===== config.mk =====
export PLATFORM = sky130hd
export DESIGN_NAME = rs_msg_framer
export DESIGN_NICKNAME = d
export VERILOG_FILES = /design/src/rtl/rs_enc_pkg.sv /design/src/rtl/rs_byte_fifo.sv /design/src/rtl/rs_msg_framer.sv
export SDC_FILE = /design/constraint.sdc
export NUM_CORES = 1
export LEC_CHECK = 0
export CAP_MARGIN = 20
export CORE_ASPECT_RATIO = 0.9
export CORE_MARGIN = 2
export CORE_UTILIZATION = 45
export CTS_CLUSTER_DIAMETER = 80
export DETAILED_ROUTE_END_ITERATION = 6
export SKIP_LAST_GASP = 1
export SYNTH_ARGS = -nofsm -noshare
export SYNTH_HDL_FRONTEND = slang
export SYNTH_SLANG_ARGS = --single-unit

===== constraint.sdc =====
create_clock -name clk -period 4.65 [get_ports clk]
set_clock_uncertainty 0.2 [all_clocks]
set_input_delay 0.93 -clock clk [delete_from_list [all_inputs] [get_ports clk]]
set_output_delay 0.93 -clock clk [all_outputs]
set_load 0.05 [all_outputs]

===== src/rtl/rs_enc_pkg.sv =====
// Shared constants and FSM state type for the RS(16,8) encoder front end.
package rs_enc_pkg;

    localparam int unsigned RS_MSG_LEN = 8;
    localparam int unsigned RS_PAR_LEN = 8;
    localparam int unsigned RS_SYM_W   = 8;

    typedef enum logic [1:0] {
        IDLE = 2'd0,
        SEND = 2'd1,
        GAP  = 2'd2
    } framer_state_t;

endpackage


===== src/rtl/rs_byte_fifo.sv =====
// Synchronous show-ahead FIFO; the head entry is always visible on rd_data.
module rs_byte_fifo #(
    parameter int unsigned WIDTH = 8,
    parameter int unsigned DEPTH = 16
) (
    input  logic                   clk,
    input  logic                   rst,
    input  logic                   wr_en,
    input  logic [WIDTH-1:0]       wr_data,
    output logic                   full,
    input  logic                   rd_en,
    output logic [WIDTH-1:0]       rd_data,
    output logic                   empty,
    output logic [$clog2(DEPTH):0] count
);

    localparam int unsigned AW = $clog2(DEPTH);

    logic [WIDTH-1:0] mem [DEPTH];
    logic [AW-1:0]    wr_ptr_q;
    logic [AW-1:0]    rd_ptr_q;
    logic [AW:0]      count_q;
    logic             do_wr;
    logic             do_rd;

    assign full    = (count_q == (AW+1)'(DEPTH));
    assign empty   = (count_q == '0);
    assign count   = count_q;
    assign rd_data = mem[rd_ptr_q];

    // A read frees the slot in the same edge, so a full FIFO may take a write alongside it.
    assign do_rd = rd_en && !empty;
    assign do_wr = wr_en && (!full || do_rd);

    always_ff @(posedge clk) begin
        if (do_wr) begin
            mem[wr_ptr_q] <= wr_data;
        end
    end

    always_ff @(posedge clk) begin
        if (rst) begin
            wr_ptr_q <= '0;
            rd_ptr_q <= '0;
            count_q  <= '0;
        end else begin
            if (do_wr) begin
                wr_ptr_q <= wr_ptr_q + 1'b1;
            end
            if (do_rd) begin
                rd_ptr_q <= rd_ptr_q + 1'b1;
            end
            unique case ({do_wr, do_rd})
                2'b10:   count_q <= count_q + 1'b1;
                2'b01:   count_q <= count_q - 1'b1;
                default: count_q <= count_q;
            endcase
        end
    end

endmodule


===== src/rtl/rs_msg_framer.sv =====
// Frames a byte stream into MSG_LEN-byte messages with a PAR_LEN-cycle parity gap.
// Define RS_FRAMER_PAD_EN to close short packets on in_last and zero-pad them.
module rs_msg_framer
    import rs_enc_pkg::*;
#(
    parameter int unsigned MSG_LEN    = RS_MSG_LEN,
    parameter int unsigned PAR_LEN    = RS_PAR_LEN,
    parameter int unsigned FIFO_DEPTH = 16
) (
    input  logic                clk,
    input  logic                rst,
    input  logic                in_valid,
    output logic                in_ready,
    input  logic [RS_SYM_W-1:0] in_data,
    input  logic                in_last,
    output logic                enc_val,
    output logic                enc_sop,
    output logic [RS_SYM_W-1:0] enc_data,
    output logic                busy
);

    localparam int unsigned CW   = $clog2(FIFO_DEPTH) + 1;
    localparam int unsigned BW   = $clog2(MSG_LEN + 1);
    localparam int unsigned MAXL = (MSG_LEN > PAR_LEN) ? MSG_LEN : PAR_LEN;
    localparam int unsigned SW   = $clog2(MAXL + 1);
`ifdef RS_FRAMER_PAD_EN
    localparam int unsigned FW = RS_SYM_W + 1;
`else
    localparam int unsigned FW = RS_SYM_W;
`endif

    logic                fifo_wr;
    logic                fifo_rd;
    logic                fifo_full;
    logic                fifo_empty_unused;
    logic [CW-1:0]       fifo_count;
    logic [FW-1:0]       fifo_wdata;
    logic [FW-1:0]       fifo_rdata;
    logic [RS_SYM_W-1:0] head_byte;
    logic                head_last;
    logic                wr_last;
    logic                close_blk;
    logic                start_msg;

    framer_state_t       state_q, state_d;
    logic [BW-1:0]       blk_cnt_q, blk_cnt_d;
    logic [CW-1:0]       pend_q, pend_d;
    logic [SW-1:0]       msg_cnt_q, msg_cnt_d;
    logic                pad_q, pad_d;
    logic                enc_val_q, enc_val_d;
    logic                enc_sop_q, enc_sop_d;
    logic [RS_SYM_W-1:0] enc_data_q, enc_data_d;

`ifdef RS_FRAMER_PAD_EN
    assign fifo_wdata = {in_last, in_data};
    assign head_last  = fifo_rdata[RS_SYM_W];
    assign wr_last    = in_last;
`else
    logic in_last_unused;
    assign in_last_unused = in_last;
    assign fifo_wdata     = in_data;
    assign head_last      = 1'b0;
    assign wr_last        = 1'b0;
`endif
    assign head_byte = fifo_rdata[RS_SYM_W-1:0];

    rs_byte_fifo #(
        .WIDTH (FW),
        .DEPTH (FIFO_DEPTH)
    ) u_fifo (
        .clk     (clk),
        .rst     (rst),
        .wr_en   (fifo_wr),
        .wr_data (fifo_wdata),
        .full    (fifo_full),
        .rd_en   (fifo_rd),
        .rd_data (fifo_rdata),
        .empty   (fifo_empty_unused),
        .count   (fifo_count)
    );

    assign in_ready  = !fifo_full;
    assign fifo_wr   = in_valid && in_ready;
    assign close_blk = fifo_wr && ((blk_cnt_q == BW'(MSG_LEN - 1)) || wr_last);

    always_comb begin
        blk_cnt_d = blk_cnt_q;
        if (fifo_wr) begin
            blk_cnt_d = close_blk ? '0 : blk_cnt_q + 1'b1;
        end
        unique case ({close_blk, start_msg})
            2'b10:   pend_d = pend_q + 1'b1;
            2'b01:   pend_d = pend_q - 1'b1;
            default: pend_d = pend_q;
        endcase
    end

    // Output registers load on the same edge as the state they belong to, so
    // enc_val_q is high exactly while state_q is SEND.
    always_comb begin
        state_d    = state_q;
        msg_cnt_d  = msg_cnt_q;
        pad_d      = pad_q;
        enc_val_d  = 1'b0;
        enc_sop_d  = 1'b0;
        enc_data_d = enc_data_q;
        fifo_rd    = 1'b0;
        start_msg  = 1'b0;
        unique case (state_q)
            IDLE: begin
                if (pend_q != '0) begin
                    start_msg  = 1'b1;
                    state_d    = SEND;
                    msg_cnt_d  = '0;
                    enc_val_d  = 1'b1;
                    enc_sop_d  = 1'b1;
                    enc_data_d = head_byte;
                    fifo_rd    = 1'b1;
                    pad_d      = head_last;
                end
            end
            SEND: begin
                if (msg_cnt_q == SW'(MSG_LEN - 1)) begin
                    state_d   = GAP;
                    msg_cnt_d = '0;
                end else begin
                    msg_cnt_d = msg_cnt_q + 1'b1;
                    enc_val_d = 1'b1;
                    if (pad_q) begin
                        enc_data_d = '0;
                    end else begin
                        enc_data_d = head_byte;
                        fifo_rd    = 1'b1;
                        pad_d      = head_last;
                    end
                end
            end
            GAP: begin
                if (msg_cnt_q == SW'(PAR_LEN - 1)) begin
                    state_d   = IDLE;
                    msg_cnt_d = '0;
                end else begin
                    msg_cnt_d = msg_cnt_q + 1'b1;
                end
            end
            default: state_d = IDLE;
        endcase
    end

    always_ff @(posedge clk) begin
        if (rst) begin
            state_q    <= IDLE;
            blk_cnt_q  <= '0;
            pend_q     <= '0;
            msg_cnt_q  <= '0;
            pad_q      <= 1'b0;
            enc_val_q  <= 1'b0;
            enc_sop_q  <= 1'b0;
            enc_data_q <= '0;
        end else begin
            state_q    <= state_d;
            blk_cnt_q  <= blk_cnt_d;
            pend_q     <= pend_d;
            msg_cnt_q  <= msg_cnt_d;
            pad_q      <= pad_d;
            enc_val_q  <= enc_val_d;
            enc_sop_q  <= enc_sop_d;
            enc_data_q <= enc_data_d;
        end
    end

    assign enc_val  = enc_val_q;
    assign enc_sop  = enc_sop_q;
    assign enc_data = enc_data_q;
    assign busy     = (state_q != IDLE) || (fifo_count != '0);

endmodule


### After elaboration in Yosys (flattened, before gate mapping)

Memory sizes are Yosys's and may differ from the RTL's. A register that Yosys moved wholly into a read port is not among the register bits.
Index checks and enable logic that the tools add are counted.

* register bits: 39
* latch bits: 0
* bits in writable memories: 128
* bits in read-only memories: 0
* bits of input ports: 12
* output and inout port bits: 12
* word-level logic and storage cells: 83
* memories: 1

* add/sub/neg operators: 8
* $mul: 0
* div/mod/pow operators: 0
* order comparisons: 0
* equal/unequal tests: 13
* shifts and indexed selects: 0
* multiplexer cells: 29
* bitwise logic cells: 0
* reduce and logical (&&, ||, !) cells: 21

Memories
* u_fifo.mem: words 16, width 8, read ports 1, clocked after Yosys merged registers in 1, wr ports 1, line rs_byte_fifo.sv:19 `logic [WIDTH-1:0] mem [DEPTH];`

Operators by type and width (count)
* 8-bit 2-to-1 mux: 3
* 4-bit 2-to-1 mux: 5
* 5-bit one-hot mux with 2 select lines: 2
* 4-bit by 1-bit adder with 4-bit output (second input constant): 4
* 8-bit one-hot mux with 2 select lines: 1
* 5-bit by 1-bit adder with 5-bit output (second input constant): 2
* 1-bit 2-to-1 mux: 10
* 2-bit nonzero test: 5
* 5-bit nonzero test: 2
* 5-bit by 1-bit subtractor with 5-bit output (second input constant): 2
* 4-bit by 3-bit equality test with 1-bit output (second input constant): 2
* 2-bit != test (second input constant): 4
* 4-bit one-hot mux with 2 select lines: 1
* 2-bit by 1-bit equality test with 1-bit output (second input constant): 3
* 2-bit equality test (second input constant): 3
* 2-bit 2-to-1 mux: 3
* 1-bit one-hot mux with 2 select lines: 3
* 2-bit one-hot mux with 3 select lines: 1
* 3-bit AND reduction: 2
* 5-bit equality test (second input constant): 1
* 5-bit zero test: 1
* 1-bit logical AND: 4
* 1-bit zero test: 2
* 2-bit zero test: 1
* 3 further kinds: 4

### Logic depth before layout (Yosys ltp)

Gate-level depths: netlist (run 1).

* depth after elaboration: 8
* gate-level depth with buffers: 14
* depth with buffers taken out: 12

### Modules after synthesis

A second synthesis (run 1) with hierarchy kept.

* cells, all modules: 477
* area, all modules: 7230.7 µm²

By module, submodules not included
* rs_byte_fifo: instances 1, cells an instance 322, area each 5854.4 µm²
* rs_msg_framer: instances 1, cells an instance 155, area each 1376.3 µm²

### Worst setup path before layout (run 1)

No wires, ideal clock.

* kind: input to register
* start point: input in_valid
* end point: register pend_q[4]
* library setup time: 0.121 ns
* data arrival time: 3.314 ns
* data required time: 4.329 ns
* path slack: 1.015 ns
* stages: 10
* path buffers: 1
* path through: a21boi_0 -> clkbuf_1 -> nand2_1 -> ha_1 -> ha_1 -> nor2b_1 -> o21ai_0 -> a21oi_1 -> or3b_2 -> mux2_2

* longest elaborated chain between the ends: 4
* elaborated cells between the ends (all ways): 6
* classes of those cells: eq/ne (2); mux (1); reduce/logical (3)

Ends and longest elaborated chain
* start: declaration: line rs_msg_framer.sv:12 `input logic in_valid,`
* 1-bit logical AND (*): line rs_msg_framer.sv:83 `assign fifo_wr = in_valid && in_ready;`
* 1-bit logical AND (*): line rs_msg_framer.sv:84 `assign close_blk = fifo_wr && ((blk_cnt_q == BW'(MSG_LEN - 1)) || wr_last);`
* 2-bit by 1-bit equality test with 1-bit output or 2-bit equality test (tied branches): line rs_msg_framer.sv:91 `unique case ({close_blk, start_msg})`
* 5-bit one-hot mux with 2 select lines or 2-bit nonzero test (tied branches)
* end signal: assignment: line rs_msg_framer.sv:163 `pend_q <= pend_d;`
* end: declaration: line rs_msg_framer.sv:47 `logic [CW-1:0] pend_q, pend_d;`

Mark *: on every way between the ends. The rest lies on a longest branch, timed or not.
A chain may end at the register's enable or synchronous reset.

### Worst setup path in the final report (run 1)

* start point: register pend_q[0]
* end point: register u_fifo.count_q[4], in the netlist u_fifo.count[4]

* longest elaborated chain between the ends: 8
* elaborated cells between the ends (all ways): 10
* classes of those cells: eq/ne (2); mux (3); reduce/logical (5)

Ends and longest elaborated chain
* 5-bit nonzero test (*): line rs_msg_framer.sv:111 `if (pend_q != '0) begin`
* 1-bit 2-to-1 mux (*): line rs_msg_framer.sv:111
* 1-bit one-hot mux with 2 select lines (*): line rs_msg_framer.sv:109 `unique case (state_q)`
* 1-bit logical AND (*): line rs_byte_fifo.sv:32 `assign do_rd = rd_en && !empty;`
* 1-bit logical OR: line rs_byte_fifo.sv:33 `assign do_wr = wr_en && (!full || do_rd);`
* 1-bit logical AND: line rs_byte_fifo.sv:33
* 2-bit by 1-bit equality test with 1-bit output or 2-bit equality test (tied branches): line rs_byte_fifo.sv:53 `unique case ({do_wr, do_rd})`
* 5-bit one-hot mux with 2 select lines or 2-bit nonzero test (tied branches)
* end signal: assignment: line rs_byte_fifo.sv:54 `2'b10: count_q <= count_q + 1'b1;`
* end signal: assignment: line rs_byte_fifo.sv:55 `2'b01: count_q <= count_q - 1'b1;`
* end signal: assignment: line rs_byte_fifo.sv:56 `default: count_q <= count_q;`
* end: declaration: line rs_byte_fifo.sv:22 `logic [AW:0] count_q;`

Marked as above.

==> impl_metrics.toml, run 1 <==
[grt]
antenna_found_initial = 0
grt_pass1_wl_mm = 20.1
grt_pass1_vias = 3703
grt_max_degree = 33
grt_remaining_overflow = 0
grtUsageTotal_pct = 16.9

[clock_tree]
cts_root_buffer = "clkbuf_16"
clkLatencyLatePin_ns = 0.42
htree_levels = 4
tritoncts = "yes"
cts_setup_buffers = 0
cts-hold-fix-buffers = 0
path_clk_slew_ns = 0.06
cts-buffers-inserted = 17
cts_resized = 0
cts.path.max_buffers = 2
clock-sinks = 170

[routing]
first_iter_violations = 327
wl_met3_um = 610
wl_per_cell_um = 18.3
drc = 0
drt_wl_total_mm = 12.6
viasPerCell = 5.28
final_antenna_net_count = 0
met1_length_mm = 5.94
vias = 3638
first_pass_iters = 4
highest_layer = "met4"
route.met2.wl_mm = 5.88

[timing]
fin_crit_sh_pct = 75.5
final.setup.worst_slack_ns = 1.14
clock.fmax_mhz = 285
max_slew_margin_pct = 39.3
setup_viol = 0
drv_slew = 0
worstMarginPinSlew_ns = 0.907
hold_viol = 0
rsz0062_at_grt = "no"
fin_tns_setup_ns = 0
fin_crit_ns = 3.51

[floorplan]
fp-row-count = 43
io_pins = 24
die_area_um2 = 16500
dieWidth_um = 135
initial_core_util_pct = 45.8
coreArea_um2 = 15300
die_h_um = 122

[placed_design]
dp_hpwl_mm = 8.27
pre_cts_ws_ns = 0.780
placed_cells = 658
gp_congestion = 0.727
portBuffers = 22

[critical_path]
cp-end-kind = "flip-flop"
arrival_ns = 3.66
startpoint_type = "flip-flop"
critPathMaxFanout = 8
critical_path_required_ns = 4.81
rr_endpoint = "u_fifo.count[4]"
r2r_slack_ns = 1.14
rr_startpoint = "pend_q[0]"
path_class = "reg -> reg"
rr_worst_depth = 11

[hold_path]
hp-class = "reg -> reg"
hold_path_depth = 2
min_from = "blk_cnt_q[3]"
min_to = "blk_cnt_q[3]"

[synthesis]
syn_avg_cell_area_um2 = 16.0
async_flop_share_pct = 0
ys_seq_elements = 170
synth-seq-area-share_pct = 67.0
synth_ff_type = "edfxtp_1"
yosys.area.top_type = "edfxtp_1"
syn-num-nets = 470
yosysWarnings = 0
synth_area_um2 = 6990
synth_cells = 438
synth_edf_count = 128
ys_types = 47
synth_top_area_share_pct = 55.0
synthTopCellsByArea = "edfxtp_1 55%, dfxtp_1 12%, mux4_2 10%"

[power]
max-vdd-ir-drop_v = 0.000261
power_density_nw_per_um2 = 437
total_leakage_power_nw = 2.68

[run_status]
status = "complete, no violations"

[finish]
area_growth_pct = 14.9
drive_above_1_share_pct = 20.3
nets = 507
diodes = 0
stdcell_count = 689

[flow_run]
max-cap-violations = 0
-- flip-flops by register name, indices dropped and copies added, names as in the netlist, named ones only --
register and cells:
u_fifo.mem 128, enc_data 8, u_fifo.wr_ptr_q 4, blk_cnt_q 4
u_fifo.count 5, pend_q 5, u_fifo.rd_ptr_q 4, state_q 2
msg_cnt_q 4, enc_val 1, enc_sop 1
-- layout make-up --
class                           count  area (µm²)
Sequential cell                   170        4680
Multi-Input combinational cell    235        2150
Fill cell                        1257        7240
Clock inverter                     14         121
Inverter                           11        41.3
Clock buffer                       17         425
Timing Repair Buffer               40         363
Tap cell                          202         253
-- cells in the mapped netlist, drive strengths merged, types with 2 or more instances --
cell type / n
clkbuf: 9
o21ai: 13
nand2: 13
buf: 13
xnor2: 5
xor2: 8
o22ai: 2
mux4: 32
mux2i: 14
nand4: 4
dfxtp: 42
or3: 4
a31oi: 2
ha: 19
nor2: 45
a21oi: 16
a221o: 3
and3b: 2
edfxtp: 128
nor2b: 7
or3b: 2
inv: 11
nor3: 5
a21o: 3
a22oi: 6
mux2: 11
nand2b: 4
or2: 2
nand3: 2
-- critical path, stage by stage (launching register included) --
cell,delay (ns)
dfxtp_1,0.34
or4_1,0.52
o21ai_0,0.37
a21oi_1,0.32
ha_1,0.38
xor2_1,0.18
ha_1,0.19
a21oi_1,0.24
a32o_1,0.20
a21oi_1,0.05
or3_1,0.31
a21oi_1,0.14
-- worst max-delay path by stage --
stage,start,end,cells past startpoint
after floorplan,in_valid,pend_q[4],10
after CTS,msg_cnt_q[0],u_fifo.count[4],12
after global routing,state_q[0],u_fifo.count[4],12
final,pend_q[0],u_fifo.count[4],11
after global placement,in_valid,u_fifo.count[4],12
after detailed placement,in_valid,u_fifo.count[4],12
-- cells by family (layout without fill, tap and decap cells) --
group	Yosys count	after routing	share of synthesized area, %
buffers and inverters	33	82	2.27
AOI/OAI and AO/OA	49	49	4.60
adders and majority gates	20	20	3.69
and+or+nand+nor	96	96	6.71
muxes	57	57	14.1
DFF	170	170	67.0
xor gates and xnor gates	13	13	1.63
-- placed cells by master (no fill, tap or decap), drive strengths merged, types with 3 or more instances in the layout --
cell type,synthesis,layout
nand4,4,4
clkbuf,9,17
a21o,3,3
nand2b,4,4
buf,13,18
xor2,8,8
ha,19,19
o21ai,13,13
dfxtp,42,42
a21oi,16,16
xnor2,5,5
or3,4,4
mux2i,14,14
a221o,3,3
clkdlybuf4s50,0,22
clkinv,0,6
a22oi,6,6
nor3,5,5
inv,11,15
mux4,32,32
edfxtp,128,128
mux2,11,11
nor2b,7,7
clkinvlp,0,3
nor2,45,45
nand2,13,13
-- routing by layer --
| layer | vias up | global-route usage [%] |
|---|---|---|
| li1 | 1748 | - |
| met1 | 1814 | 22.8 |
| met4 | 0 | 5.47 |
| met2 | 64 | 26.7 |
| met5 | - | 0 |
| met3 | 12 | 4.75 |
-- metrics by stage --
| step | utilization (%) | instance area, µm² | total power [W] | hold WS [ns] |
|---|---|---|---|---|
| final | 52.6 | 8040 | 0.00351 | 0.284 |
| after global routing | 52.6 | 8040 | 0.00366 | 0.329 |
| after CTS | 52.6 | 8040 | 0.00356 | 0.278 |
| after detailed placement | 49.0 | 7490 | 0.00224 | 0.268 |
| after global placement | 48.9 | 7470 | 0.00222 | 0.256 |
| after floorplan | - | 6990 | 0.00209 | 0.245 |
-- where the power goes --
part / internal, W / total, W / switching, W
Sequential: 0.00168 / 0.00173 / 0.0000454
Clock: 0.000735 / 0.00131 / 0.000577
Combinational: 0.000189 / 0.000466 / 0.000277
Power figures use the tool's default switching activity.
==> inputs of run 2 (changes only) <==
==> constraint.sdc (replaced) <==
create_clock -name clk -period 3 [get_ports clk]
set_clock_uncertainty 0.2 [all_clocks]
set_input_delay 0.6 -clock clk [delete_from_list [all_inputs] [get_ports clk]]
set_output_delay 0.6 -clock clk [all_outputs]
set_load 0.05 [all_outputs]
==> run 2 against run 1 <==
Die area stayed put. Core utilization is 1.6 points higher. Sequential cell count stayed put. Combinational power is 69% higher. Via count is 3.5% higher. Worst hold slack better by 0.0016 ns. Register-to-register slack worse by 1.1 ns.
==> impl_metrics.toml, run 2 (synthesis results as in run 1) <==
[floorplan]
fp-row-count = 43
die_h_um = 122
coreArea_um2 = 15300
io_pins = 24
die_area_um2 = 16500
initial_core_util_pct = 45.8
dieWidth_um = 135

[hold_path]
hp-class = "reg -> reg"
min_to = "enc_data[1]"
min_from = "enc_data[1]"
hold_path_depth = 2

[grt]
grt_max_degree = 33
grtUsageTotal_pct = 17.9
grt_pass1_vias = 3895
antenna_found_initial = 0
grt_pass1_wl_mm = 21.2
grt_remaining_overflow = 0

[critical_path]
r2r_slack_ns = 0.01
path_class = "reg -> reg"
startpoint_type = "flip-flop"
critPathLaunch = "pend_q[4]"
rr_startpoint = "pend_q[4]"
rr_worst_depth = 10
critPathMaxFanout = 3
arrival_ns = 3.09
cp-end-kind = "flip-flop"
rr_endpoint = "pend_q[4]"
critical_path_required_ns = 3.11

[placed_design]
post_dp_cell_area_um2 = 7680
gp_congestion = 0.801
dp_hpwl_mm = 8.40
placed_cells = 679
portBuffers = 22
pre_cts_ws_ns = -0.231

[routing]
final_antenna_net_count = 0
first_pass_iters = 4
wl_per_cell_um = 18.8
drt_wl_total_mm = 13.4
viasPerCell = 5.30
first_iter_violations = 223
vias = 3766
drc = 0

[finish]
diodes = 0
nets = 528
final_common_cell = "edfxtp_1"
layout_common_cells = "128 x edfxtp_1, 45 x nor2_1, 42 x dfxtp_1"
stdcell_count = 711
fillCellCount = 1250
multi_input_area_um2 = 2200
fin_area_um2 = 8280
finalCoreUtilization_pct = 54.2
area_growth_pct = 18.5
largest_reg_flops = 128
top_register = "u_fifo.mem"
drive_above_1_share_pct = 25.5
seq_area_um2 = 4680

[power]
max-vdd-ir-drop_v = 0.000409
combPwrFrac_pct = 14.1
intPower_w = 0.00418
power.net_switching_w = 0.00141
p_seq_share_pct = 48.0
netSwitchingFraction_pct = 25.2
p_clk_share_pct = 37.9
total_leakage_power_nw = 2.82
power_density_nw_per_um2 = 674

[clock_tree]
tritoncts = "yes"
path_clk_slew_ns = 0.06
clock-sinks = 170
cts_setup_buffers = 0
clkLatencyLatePin_ns = 0.42
cts_root_buffer = "clkbuf_16"
htree_levels = 4
cts.path.max_buffers = 2
cts-buffers-inserted = 17

[timing]
max_slew_margin_pct = 61.9
fin_crit_ns = 2.99
fin_tns_setup_ns = 0
hold_viol = 0
rsz0062_at_grt = "yes"
drv_slew = 0
worstMarginPinSlew_ns = 0.569
final.setup.worst_slack_ns = 0.0113
fin_crit_sh_pct = 99.6
clock.fmax_mhz = 335
setup_viol = 0

[run_status]
status = "complete, no violations"

[flow_run]
max-cap-violations = 0
run 2: changes by cell type in the layout (fill, tap and decap cells not counted), sizes merged:
cell           previous run  this run
buf                      18        39
clkbuf                   17        19
clkinv                    6         4
dlymetal6s2s              0         1
bufinv                    1         2
clkdlybuf4s50            22        21
run 2: how the worst max path moves through the flow:
stage,to
final,pend_q[4]
after global routing,pend_q[4]
after CTS,pend_q[4]
after detailed placement,pend_q[4]
after global placement,pend_q[4]
after floorplan,pend_q[4]
run 2: power groups by stage:
stage	Combinational (W)	Sequential, W	Clock [W]
2_1_floorplan	0.000451	0.00281	0
3_3_place_gp	0.000783	0.00273	0
3_5_place_dp	0.000796	0.00273	0
4_1_cts	0.000800	0.00268	0.00216
5_1_grt	0.000860	0.00269	0.00226
6_report	0.000788	0.00268	0.00212
run 2: area by class of cell:
cell class / instances / share of cell area (%)
sequential: 170 / 56.6
timing repair buffer: 61 / 6.38
multi-input combinational: 235 / 26.6
inverter: 11 / 0.499
clock buffer: 19 / 5.23
tap: 202 / 3.05
clock inverter: 13 / 1.72
run 2: layer usage:
metal	routed length (µm)	part of all wire, %	vias up	global-route usage (%)
met1	5890	44	1893	22.7
met5	0	0	-	0
met3	708	5.3	14	4.87
met2	6630	50	78	30.1
li1	-	-	1781	-
met4	152	1.1	0	5.79
run 2: stage by stage:
| step | power, W | hold WS (ns) |
|---|---|---|
| finish | 0.00558 | 0.285 |
| CTS | 0.00563 | 0.282 |
| floorplan | 0.00326 | 0.245 |
| global placement | 0.00351 | 0.255 |
| global route | 0.00580 | 0.330 |
| detailed placement | 0.00353 | 0.272 |
run 2: repair_timing:
item / in CTS / in global routing
gates resized for setup: 1 / 5
pin swaps: 1 / 0
setup endpoints to repair: 1 / 3
hold buffers: 0 / 0
cloned: 0 / 0
run 2: critical path, cell delays in order, from the launching register on:
cell and delay [ns]:
dfxtp_1 0.32, or4_4 0.55, o21ai_4 0.15, inv_1 0.06, ha_2 0.19, ha_1 0.29, nor2b_2 0.18, o21ai_2 0.13
a21oi_1 0.08, or3b_2 0.44, mux2_2 0.28
